$ cat config.mk
export PLATFORM = sky130hd
export DESIGN_NAME = bcd_ex3_serial_conv
export DESIGN_NICKNAME = d
export VERILOG_FILES = /design/src/rtl/bcd_ex3_serial_conv_pkg.sv /design/src/rtl/ex3_digit_conv.sv /design/src/rtl/bcd_ex3_serial_conv.sv
export SDC_FILE = /design/constraint.sdc
export NUM_CORES = 1
export LEC_CHECK = 0
export CAP_MARGIN = 0
export CORE_MARGIN = 2
export CORE_UTILIZATION = 27
export DETAILED_ROUTE_END_ITERATION = 8
export GPL_ROUTABILITY_DRIVEN = 0
export PLACE_DENSITY = 0.59
export REMOVE_ABC_BUFFERS = 1
export SLEW_MARGIN = 40
export SYNTH_ARGS = -nofsm -noshare
export SYNTH_HDL_FRONTEND = slang
export SYNTH_SLANG_ARGS = --single-unit
$ cat constraint.sdc
create_clock -name clk -period 2.2 [get_ports clk]
set_input_delay 0.44 -clock clk [delete_from_list [all_inputs] [get_ports clk]]
set_output_delay 0.44 -clock clk [all_outputs]
set_load 0.05 [all_outputs]
$ cat src/rtl/bcd_ex3_serial_conv_pkg.sv
//------------------------------------------------------------------------------
// Module  : bcd_ex3_serial_conv_pkg
// Brief   : Shared code constants and FSM encoding for the BCD/Excess-3 converter.
// Rev     : 1.0 - initial release
//------------------------------------------------------------------------------
`default_nettype none

package bcd_ex3_serial_conv_pkg;

   localparam logic       MODE_BCD2EX3  = 1'b0;
   localparam logic       MODE_EX32BCD  = 1'b1;
   localparam logic [3:0] INVALID_DIGIT = 4'hF;

   typedef enum logic [1:0] {
      ST_IDLE = 2'd0,
      ST_CONV = 2'd1,
      ST_DONE = 2'd2
   } state_t;

endpackage

`default_nettype wire

$ cat src/rtl/ex3_digit_conv.sv
//------------------------------------------------------------------------------
// Module  : ex3_digit_conv
// Brief   : Combinational single-digit BCD <-> Excess-3 conversion with validity flag.
// Rev     : 1.0 - initial release
//------------------------------------------------------------------------------
`default_nettype none

module ex3_digit_conv
   import bcd_ex3_serial_conv_pkg::*;
(
   input  logic [3:0] digit,
   input  logic       mode,
   output logic [3:0] result,
   output logic       invalid
);

   logic       w_invalid;
   logic [3:0] w_sum;

   always_comb begin
      w_invalid = 1'b0;
      w_sum     = 4'h0;
      case (mode)
         MODE_BCD2EX3: begin
            w_invalid = (digit > 4'd9);
            w_sum     = digit + 4'd3;
         end
         MODE_EX32BCD: begin
            w_invalid = (digit < 4'd3) || (digit > 4'd12);
            w_sum     = digit - 4'd3;
         end
         default: begin
            w_invalid = 1'b1;
            w_sum     = INVALID_DIGIT;
         end
      endcase
   end

   assign result  = w_invalid ? INVALID_DIGIT : w_sum;
   assign invalid = w_invalid;

endmodule

`default_nettype wire

$ cat src/rtl/bcd_ex3_serial_conv.sv
//------------------------------------------------------------------------------
// Module  : bcd_ex3_serial_conv
// Brief   : Digit-serial BCD <-> Excess-3 word converter with valid/ready handshakes.
// Rev     : 1.0 - initial release
//------------------------------------------------------------------------------
`default_nettype none

module bcd_ex3_serial_conv
   import bcd_ex3_serial_conv_pkg::*;
#(
   parameter int DIGITS = 4
)(
   input  logic                  clk,
   input  logic                  rst_n,
   input  logic                  in_valid,
   output logic                  in_ready,
   input  logic                  mode,
   input  logic [4*DIGITS-1:0]   data_in,
   output logic                  out_valid,
   input  logic                  out_ready,
   output logic [4*DIGITS-1:0]   data_out,
   output logic [DIGITS-1:0]     err_mask,
   output logic                  err
);

   // Counter kept at least one bit wide so a single-digit build stays legal.
   localparam int             CW     = (DIGITS > 1) ? $clog2(DIGITS) : 1;
   localparam logic [CW-1:0]  C_LAST = CW'(DIGITS - 1);

   state_t                r_state;
   logic [4*DIGITS-1:0]   r_data;
   logic                  r_mode;
   logic [CW-1:0]         r_cnt;
   logic [4*DIGITS-1:0]   r_data_out;
   logic [DIGITS-1:0]     r_err_mask;
   logic                  r_in_ready;
   logic                  r_out_valid;

   logic [3:0]            w_digit;
   logic [3:0]            w_result;
   logic                  w_invalid;

   assign w_digit = 4'(r_data >> {r_cnt, 2'b00});

   ex3_digit_conv u_digit_conv (
      .digit   (w_digit),
      .mode    (r_mode),
      .result  (w_result),
      .invalid (w_invalid)
   );

   always_ff @(posedge clk) begin
      if (!rst_n) begin
         r_state     <= ST_IDLE;
         r_data      <= '0;
         r_mode      <= MODE_BCD2EX3;
         r_cnt       <= '0;
         r_data_out  <= '0;
         r_err_mask  <= '0;
         r_in_ready  <= 1'b1;
         r_out_valid <= 1'b0;
      end else begin
         case (r_state)
            ST_IDLE: begin
               if (in_valid) begin
                  r_data     <= data_in;
                  r_mode     <= mode;
                  r_cnt      <= '0;
                  r_data_out <= '0;
                  r_err_mask <= '0;
                  r_in_ready <= 1'b0;
                  r_state    <= ST_CONV;
               end
            end
            ST_CONV: begin
               for (int k = 0; k < DIGITS; k++) begin
                  if (r_cnt == CW'(k)) begin
                     r_data_out[4*k +: 4] <= w_result;
                     r_err_mask[k]        <= w_invalid;
                  end
               end
               if (r_cnt == C_LAST) begin
                  r_out_valid <= 1'b1;
                  r_state     <= ST_DONE;
               end else begin
                  r_cnt <= r_cnt + CW'(1);
               end
            end
            ST_DONE: begin
               if (out_ready) begin
                  r_out_valid <= 1'b0;
                  r_in_ready  <= 1'b1;
                  r_state     <= ST_IDLE;
               end
            end
            default: begin
               r_out_valid <= 1'b0;
               r_in_ready  <= 1'b1;
               r_state     <= ST_IDLE;
            end
         endcase
      end
   end

   assign in_ready  = r_in_ready;
   assign out_valid = r_out_valid;
   assign data_out  = r_data_out;
   assign err_mask  = r_err_mask;
   assign err       = |r_err_mask;

endmodule

`default_nettype wire

=== Word-level counts from Yosys, hierarchy flattened ===
Index checks and enable logic that the tools add are counted.

* Register bits after elaboration: 43
* Bits in latches: 0
* Memory bits (writable): 0
* Memory bits (read-only): 0
* Input port bits: 21
* Logic and storage cells: 78
* Memories kept: 0

* Add/subtract/negate cells: 3
* Multipliers: 0
* Div/mod/pow operators: 0
* Magnitude comparators: 3
* Equal/unequal tests: 12
* Shifts and indexed selects: 1
* Multiplexer cells: 28
* Bitwise logic cells: 3
* Reduce and logical (&&, ||, !) cells: 14

{| class="wikitable"
|+ Operator list
! operator !! number
|-
| $pmux W16 S2 || 1
|-
| $mux W4 || 6
|-
| $reduce_and A3 Y1 || 8
|-
| $mux W16 || 1
|-
| $pmux W4 S2 || 2
|-
| $shr A16 B4 Y4 || 1
|-
| $ne A2 B2 Y1 const B || 7
|-
| $mux W2 || 5
|-
| $gt A4 B4 Y1 const B || 2
|-
| $mux W1 || 8
|-
| $eq A2 B2 Y1 const B || 3
|-
| $pmux W1 S3 || 2
|-
| $pmux W2 S3 || 1
|-
| $add A4 B2 Y4 const B || 1
|-
| $eq A2 B1 Y1 const B || 2
|-
| $logic_not A2 Y1 || 2
|-
| $lt A4 B2 Y1 const B || 1
|-
| $pmux W2 S2 || 1
|-
| $reduce_or A4 Y1 || 1
|-
| $sub A4 B2 Y4 const B || 1
|-
| $not A1 Y1 || 3
|-
| $add A2 B1 Y2 const B || 1
|-
| $pmux W1 S2 || 1
|-
| $reduce_and A2 Y1 || 1
|-
| 2 further kinds || 2
|}

=== Logic depth before layout (Yosys ltp) ===
Gate-level depths: netlist (run 1).

* Depth in word-level cells: 7
* Depth in mapped cells: 9
* Mapped depth without buffers: 7

=== Modules after synthesis ===
Synthesis (run 1) repeated with hierarchy kept, for this count alone.

* Cells, all modules: 226
* Area, all modules: 1900.6 um^2

{| class="wikitable"
|+ By module, submodules not included
! module !! instances !! cells an instance !! area each (um^2)
|-
| bcd_ex3_serial_conv || 1 || 199 || 1714.1
|-
| ex3_digit_conv || 1 || 27 || 186.4
|}

=== Worst setup path after synthesis (run 1) ===
No wires, ideal clock.

* Kind: flip-flop to flip-flop
* Start: register r_cnt[0]
* End: register r_data_out[11], in the netlist data_out[11]
* Setup time: 0.119 ns
* Data arrival time: 2.079 ns
* Required time: 2.081 ns
* Slack: 0.002 ns
* Cell stages (with the launch flop): 10
* Path buffers: 2
* Cells stage by stage: dfxtp_1 buf_6 mux4_2 inv_1 ha_1 o31ai_1 o221a_2 buf_6 nand2b_1 o221a_2

* Longest elaborated chain between the ends: 7
* Elaborated cells on any way between the ends: 15
* Those cells by class: add/sub: 2; order compare: 3; eq/ne: 2; shift: 1; mux: 5; reduce/logical: 2

{| class="wikitable"
|+ RTL lines
! element !! line !! RTL
|-
| from (decl) || bcd_ex3_serial_conv.sv:33 || <nowiki>logic [CW-1:0] r_cnt;</nowiki>
|-
| from (signal assigned) || bcd_ex3_serial_conv.sv:86 || <nowiki>r_cnt <= r_cnt + CW'(1);</nowiki>
|-
| $shr A16 B4 Y4 || bcd_ex3_serial_conv.sv:43 || <nowiki>assign w_digit = 4'(r_data >> {r_cnt, 2'b00});</nowiki>
|-
| $lt A4 B2 Y1 / $gt A4 B4 Y1 (equally long branches) || ex3_digit_conv.sv:29 || <nowiki>w_invalid = (digit < 4'd3) || (digit > 4'd12);</nowiki>
|-
| $logic_or A1 B1 Y1 || ex3_digit_conv.sv:29 ||
|-
| $pmux W1 S2 || ex3_digit_conv.sv:23 || <nowiki>case (mode)</nowiki>
|-
| $mux W4 || ex3_digit_conv.sv:39 || <nowiki>assign result = w_invalid ? INVALID_DIGIT : w_sum;</nowiki>
|-
| $mux W4 || bcd_ex3_serial_conv.sv:77 || <nowiki>if (r_cnt == CW'(k)) begin</nowiki>
|-
| $pmux W16 S2 || bcd_ex3_serial_conv.sv:63 || <nowiki>case (r_state)</nowiki>
|-
| to (signal, indexed assignment) || bcd_ex3_serial_conv.sv:78 || <nowiki>r_data_out[4*k +: 4] <= w_result;</nowiki>
|-
| to (decl) || bcd_ex3_serial_conv.sv:34 || <nowiki>logic [4*DIGITS-1:0] r_data_out;</nowiki>
|}

Several ways; a longest one is shown, not always the timed one. The select of a mux whose other input is x is not followed.
A chain may end at the register's enable or synchronous reset.

=== Worst setup path in the final report (run 1) ===
* Start: register r_cnt[0]
* End: register r_data_out[15], in the netlist data_out[15]

Same word-level chain as after synthesis.

==> flow_summary.json, run 1 <==
{
  "status": "complete, no violations",
  "final-seq-area_um2": 865,
  "row_count": 30,
  "cp_num_buf_inv": 1,
  "cts-buffers-inserted": 5,
  "first_iter_violations": 71,
  "syn-cell-area_mm2": 0.00191,
  "synth_cell_types": 32,
  "grtUsageMet1_pct": 14.5,
  "area_delta_synth_final_pct": 36.7,
  "ys_seq_elements": 43,
  "n_fill_cell": 713,
  "synth-xor-area-share_pct": 0.915,
  "synth-compound-area-share_pct": 21.6,
  "fin_crit_sh_pct": 94.3,
  "first_global_vias": 1473,
  "vias": 1579,
  "vias_per_cell": 4.41,
  "crit_path_end_kind": "register",
  "grt_first_pass_wirelength_mm": 6.70,
  "cts_tree": "done",
  "totalWireLength_mm": 4.11,
  "p_per_area_mw_per_mm2": 679,
  "cts_hold_buf": 0,
  "dp_cells": 349,
  "busiest_layer": "met2",
  "path_class": "reg -> reg",
  "antenna_found_initial": 0,
  "diodes": 0,
  "synth.largest_area_cell": "dfxtp_1",
  "worstPathArrival_ns": 2.31,
  "cp_slowest_cell": "mux4_2",
  "coreArea_mm2": 0.00683,
  "setup_viol": 0,
  "path_clk_slew_ns": 0.08,
  "worst_pin_slew_ns": 0.504,
  "ys.flop_type": "dfxtp_1",
  "fin_crit_ns": 2.07,
  "grt-ovfl-total": 0,
  "rsz0062_at_grt": "no",
  "muxShareOfSynthArea_pct": 6.99,
  "die_w_um": 88.2,
  "ir_drop_mv": 0.311,
  "drc_errors": 0,
  "yosysTopAreaCellShare_pct": 45.0,
  "critPathMaxFanout": 5,
  "synth_top_family_by_area": "compound AO/OA/AOI/OAI gates",
  "worst_path_most_repeated_cell": "a211o_1",
  "max_freq_ghz": 0.482,
  "yosys.area_share.simple_pct": 16.3,
  "synth_edf_count": 0,
  "path_delay_family": "compound AO/OA/AOI/OAI gates",
  "hold-worst-slack_ns": 0.463,
  "met3_usage_pct": 2.92,
  "synthAdderAreaFrac_pct": 4.58,
  "finalNonFillerCells": 358,
  "cp_cell_sequence": "buf_4, mux4_2, a211o_1, a211o_1, nand2_2, o221a_2",
  "hold_path_class": "reg -> reg",
  "initial_core_util_pct": 28.0,
  "seq_area_frac_synth_pct": 45.0,
  "ys.warnings.count": 0,
  "cp.required_ns": 2.44,
  "async_flop_share_pct": 0,
  "hold_viol": 0,
  "insertion_delay_ns": 0.29,
  "synth_area_leaders": "dfxtp_1, nand2_1, a21boi_0, ha_1, a21oi_1",
  "dp_hpwl_mm": 2.96,
  "drt-pass1-iter-count": 4,
  "cts_num_sinks": 43,
  "multi_input_area_mm2": 0.00100,
  "grt_max_degree": 44,
  "grt_use_total_pct": 10.8,
  "clockRootBuffer": "clkbuf_8",
  "wl_per_cell_um": 11.5,
  "die_h_um": 88.2,
  "syn_inst": 211,
  "nNetsFinal": 289,
  "slew_headroom_pct": 66.3,
  "skew_ns": 0.00750,
  "avgSynthCellArea_um2": 9.07,
  "p_leak_nw": 0.985,
  "portBuffers": 43,
  "die_area_mm2": 0.00778,
  "tns_ns": 0,
  "use_met2_pct": 17.4,
  "cap_violations": 0,
  "ant_nets": 0,
  "ioPinCount": 44,
  "start_kind": "register",
  "drive_above_1_share_pct": 14.5,
  "htreeDepth": 2,
  "clock_path_buffers": 2,
  "slew_viol_final": 0,
  "slowest_delay_ns": 0.59
}
## cell usage in the layout (no fill, tap or decap), types with 2 or more instances in the layout
master / n
buf_4: 12
a21oi_1: 13
ha_1: 6
mux4_2: 3
a211o_1: 2
clkbuf_1: 2
o221a_2: 4
dfxtp_1: 42
nand2_1: 45
a21boi_1: 2
a21boi_0: 20
nor2b_1: 6
mux2i_1: 4
nand2b_1: 5
nor2_1: 4
inv_2: 2
clkbuf_8: 5
a21oi_2: 3
clkdlybuf4s50_1: 42
inv_1: 5
o21ai_0: 14
## path summary, 6_finish.rpt
check,from,to,slack [ns],cells past startpoint
setup / recovery,r_cnt[0]$_SDFFE_PN0P_,data_out[15]$_SDFFE_PN0P_,0.13,6
hold reg to reg,r_data[13]$_SDFFE_PN0P_,r_data[13]$_SDFFE_PN0P_,0.46,2
setup reg to reg,r_cnt[0]$_SDFFE_PN0P_,data_out[15]$_SDFFE_PN0P_,0.13,6
hold / removal,r_data[13]$_SDFFE_PN0P_,r_data[13]$_SDFFE_PN0P_,0.46,2
## per-stage QoR
stage               total power [mW]  setup slack, ns  area [um^2]  util [%]
floorplan                       1.14          -0.0144         1850         -
global placement                1.30           0.0565         2490      36.4
detailed placement              1.31          -0.0346         2490      36.4
CTS                             1.79           0.0474         2580      37.8
global route                    1.87          0.00322         2620      38.3
finish                          1.78            0.126         2620      38.3
## cells in the mapped netlist, types with 2 or more instances
cell type and number:
buf_2 2, nand2b_1 5, nand2_1 45, clkbuf_1 8
mux4_2 3, inv_1 7, nor3b_1 2, a21oi_1 16
dfxtp_1 43, o21ai_0 14, buf_6 2, o221a_2 4
a21boi_0 22, nor3_1 2, mux2i_1 4, ha_1 7
a211o_1 2, nor2b_1 6, nor2_1 4
## what timing repair did
| item | CTS | global route |
|---|---|---|
| pin swaps | 0 | 1 |
| gates resized for setup | 4 | 10 |
| buffers inserted | 0 | 1 |
| setup endpoints to repair | 12 | 20 |
## kinds of logic (layout without fill, tap and decap cells)
kind of cell | Yosys count | in the layout
buffers and inverters | 19 | 70
adders and majority gates | 7 | 7
muxes | 8 | 8
and+or+nand+nor | 69 | 69
DFF | 43 | 43
AOI/OAI and AO/OA | 63 | 63
xor gates and xnor gates | 2 | 2
## flip-flops by register name, summed over array words and instances (netlist names)
| signal | flops |
|---|---|
| r_mode | 1 |
| r_data | 16 |
| out_valid | 1 |
| r_state | 2 |
| in_ready | 1 |
| r_cnt | 2 |
| err_mask | 4 |
| data_out | 16 |
## where the power goes
part | internal (mW) | total, mW | switching [mW]
Sequential | 0.831 | 0.863 | 0.0318
Clock | 0.223 | 0.477 | 0.255
Combinational | 0.182 | 0.438 | 0.256
## per-layer routing
layer / up-vias / wire length, um
li1: 825 / -
met1: 705 / 2060
met2: 46 / 1800
met3: 3 / 229
met4: 0 / 23
met5: - / 0
## worst min-delay path, delay by kind of cell (launching register included)
family / cells / cell delay (ns)
AND/OR/NAND/NOR: 1 / 0.04
AO/OA/AOI/OAI: 1 / 0.06
flip-flops: 1 / 0.31
## cell type report
class	count	share of cell area, %
well taps	96	4.59
flip-flops and latches	43	33.0
repair buffers	55	19.9
multi-input cells	149	38.3
clock inverters	1	0.191
inverters	7	1.00
clock buffers	7	2.92
Note: power is estimated with default switching activity, not from simulation.
==> inputs of run 2 (changes only) <==
--- a/config.mk
+++ b/config.mk
@@ -12,6 +12,7 @@
 export GPL_ROUTABILITY_DRIVEN = 0
 export PLACE_DENSITY = 0.59
 export REMOVE_ABC_BUFFERS = 1
+export SETUP_SLACK_MARGIN = 0.4
 export SLEW_MARGIN = 40
 export SYNTH_ARGS = -nofsm -noshare
 export SYNTH_HDL_FRONTEND = slang
==> run 2 against run 1 <==
Net effect: hold slack hardly changed; worst setup slack better by 0.0085 ns; die area stayed put; critical endpoint is now data_out[11]$_SDFFE_PN0P_; global-route usage is 0.76 points higher; largest cell class unchanged.
==> flow_summary.json, run 2 (same netlist as run 1, synthesis figures left out) <==
{
  "grt_use_total_pct": 11.5,
  "setup_slack_ns": 0.135,
  "insertion_delay_ns": 0.29,
  "cp_slowest_cell": "mux4_2",
  "p_sw_mw": 0.568,
  "cellInternalPower_mw": 1.24,
  "cts-buffers-inserted": 5,
  "critPathMaxFanout": 7,
  "layout_commonest_cell": "nand2_1",
  "crit_path_end_kind": "register",
  "rsz0062_at_grt": "yes",
  "p_per_area_mw_per_mm2": 660,
  "worst_path_most_repeated_cell": "o221a_4",
  "status": "complete, no violations",
  "slew_headroom_pct": 66.2,
  "nNetsFinal": 292,
  "dp_cells": 349,
  "portBuffers": 43,
  "most-common-layout-cells": "nand2_1, dfxtp_1, dlygate4sd2_1",
  "grt-ovfl-total": 0,
  "pwr-share-seq_pct": 47.7,
  "diodes": 0,
  "drive_above_1_share_pct": 20.4,
  "grt_max_degree": 44,
  "ant_nets": 0,
  "initial_core_util_pct": 28.0,
  "row_count": 30,
  "cts_hold_buf": 0,
  "path_class": "reg -> reg",
  "finalNonFillerCells": 361,
  "cp_num_buf_inv": 1,
  "start_kind": "register",
  "cp-startpoint": "r_cnt[0]$_SDFFE_PN0P_",
  "first_global_vias": 1557,
  "vias": 1585,
  "setup_viol": 0,
  "max_freq_ghz": 0.484,
  "r2r_setup_slack_ns": 0.13,
  "coreArea_mm2": 0.00683,
  "combPwrFrac_pct": 25.7,
  "cap_violations": 0,
  "drc_errors": 0,
  "reg2reg_from": "r_cnt[0]$_SDFFE_PN0P_",
  "fin_crit_ns": 2.07,
  "slew_viol_final": 0,
  "ir_drop_mv": 0.315,
  "path_clk_slew_ns": 0.08,
  "worstPathArrival_ns": 2.24,
  "drt-pass1-iter-count": 4,
  "cp.required_ns": 2.38,
  "worst_pin_slew_ns": 0.506,
  "die_w_um": 88.2,
  "dp_slack_ns": -0.0346,
  "hold_viol": 0,
  "first_iter_violations": 66,
  "cp_cell_sequence": "mux4_2, inv_2, ha_4, o31ai_4, o221a_4, nand2b_4, o221a_4",
  "slowest_delay_ns": 0.59,
  "swShare_pct": 31.4,
  "area_delta_synth_final_pct": 43.3,
  "cts_tree": "done",
  "dp_hpwl_mm": 2.96,
  "antenna_found_initial": 0,
  "hold_path_class": "reg -> reg",
  "n_fill_cell": 703,
  "htreeDepth": 2,
  "totalWireLength_mm": 4.27,
  "vias_per_cell": 4.39,
  "cts_num_sinks": 43,
  "wl_per_cell_um": 11.8,
  "clock_path_buffers": 2,
  "path_delay_family": "multiplexers",
  "die_area_mm2": 0.00778,
  "clock_power_share_pct": 26.5,
  "clockRootBuffer": "clkbuf_8",
  "grt_first_pass_wirelength_mm": 7.13,
  "skew_ns": 0.00852,
  "ioPinCount": 44,
  "fin_crit_sh_pct": 93.9,
  "die_h_um": 88.2,
  "hp-start": "r_data[13]$_SDFFE_PN0P_",
  "p_leak_nw": 1.12
}
-- run 2: cell types whose count changed in the layout (fill, tap and decap cells not counted), moves of 2 or more --
cell	delta
o221a_4	+4
nand2b_1	-3
a21boi_2	+2
a21oi_1	-2
buf_4	+2
clkdlybuf4s50_1	-22
nand2b_4	+3
ha_1	-2
dlygate4sd2_1	+21
o221a_2	-4
-- run 2: stage by stage --
step / instance area (um^2) / TNS [ns] / hold slack [ns] / utilization, % / total power [mW]
global placement: 2490 / 0 / 0.451 / 36.4 / 1.30
detailed placement: 2490 / -0.184 / 0.457 / 36.4 / 1.31
finish: 2740 / 0 / 0.463 / 40.1 / 1.81
global route: 2740 / 0 / 0.489 / 40.1 / 1.90
CTS: 2690 / 0 / 0.468 / 39.4 / 1.81
floorplan: 1850 / -0.0425 / 0.439 / - / 1.14
-- run 2: path summary, 6_finish.rpt --
path / to / cells past startpoint
worst min register to register: r_data[13]$_SDFFE_PN0P_ / 2
worst min-delay path: r_data[13]$_SDFFE_PN0P_ / 2
worst max-delay path: data_out[11]$_SDFFE_PN0P_ / 7
worst max register to register: data_out[11]$_SDFFE_PN0P_ / 7
-- run 2: timing repair --
item,4_1_cts,5_1_grt
setup endpoints to repair,42,22
pin swaps,8,1
buffers inserted,4,0
gates resized for setup,48,12
-- run 2: layer usage --
metal	GRT usage, %	part of all wire [%]	vias up
met5	0	0	-
met4	2.20	0.63	0
met3	3.02	4.5	3
met2	19.0	44	39
met1	15.4	50	713
li1	-	-	830
-- run 2: worst register-to-register path: stages (launching register included) --
cell,delay (ns)
dfxtp_4,0.38
mux4_2,0.59
inv_2,0.12
ha_4,0.16
o31ai_4,0.06
o221a_4,0.30
nand2b_4,0.15
o221a_4,0.21
-- run 2: power by group through the flow --
stage                     clock network (mW)  registers [mW]  logic, mW
after floorplan                            0           0.985      0.151
after global placement                     0           0.881      0.422
after detailed placement                   0           0.881      0.424
after CTS                              0.496           0.864      0.450
after global routing                   0.523           0.870      0.504
final                                  0.480           0.864      0.465
-- run 2: area by class of cell --
type	instances	area, um^2	share of cell area [%]
Tap cell	96	120	4.38
Inverter	7	28.8	1.05
Timing Repair Buffer	58	524	19.1
Sequential cell	43	866	31.6
Clock buffer	7	76.3	2.78
Clock inverter	1	5.00	0.182
Multi-Input combinational cell	149	1120	40.9
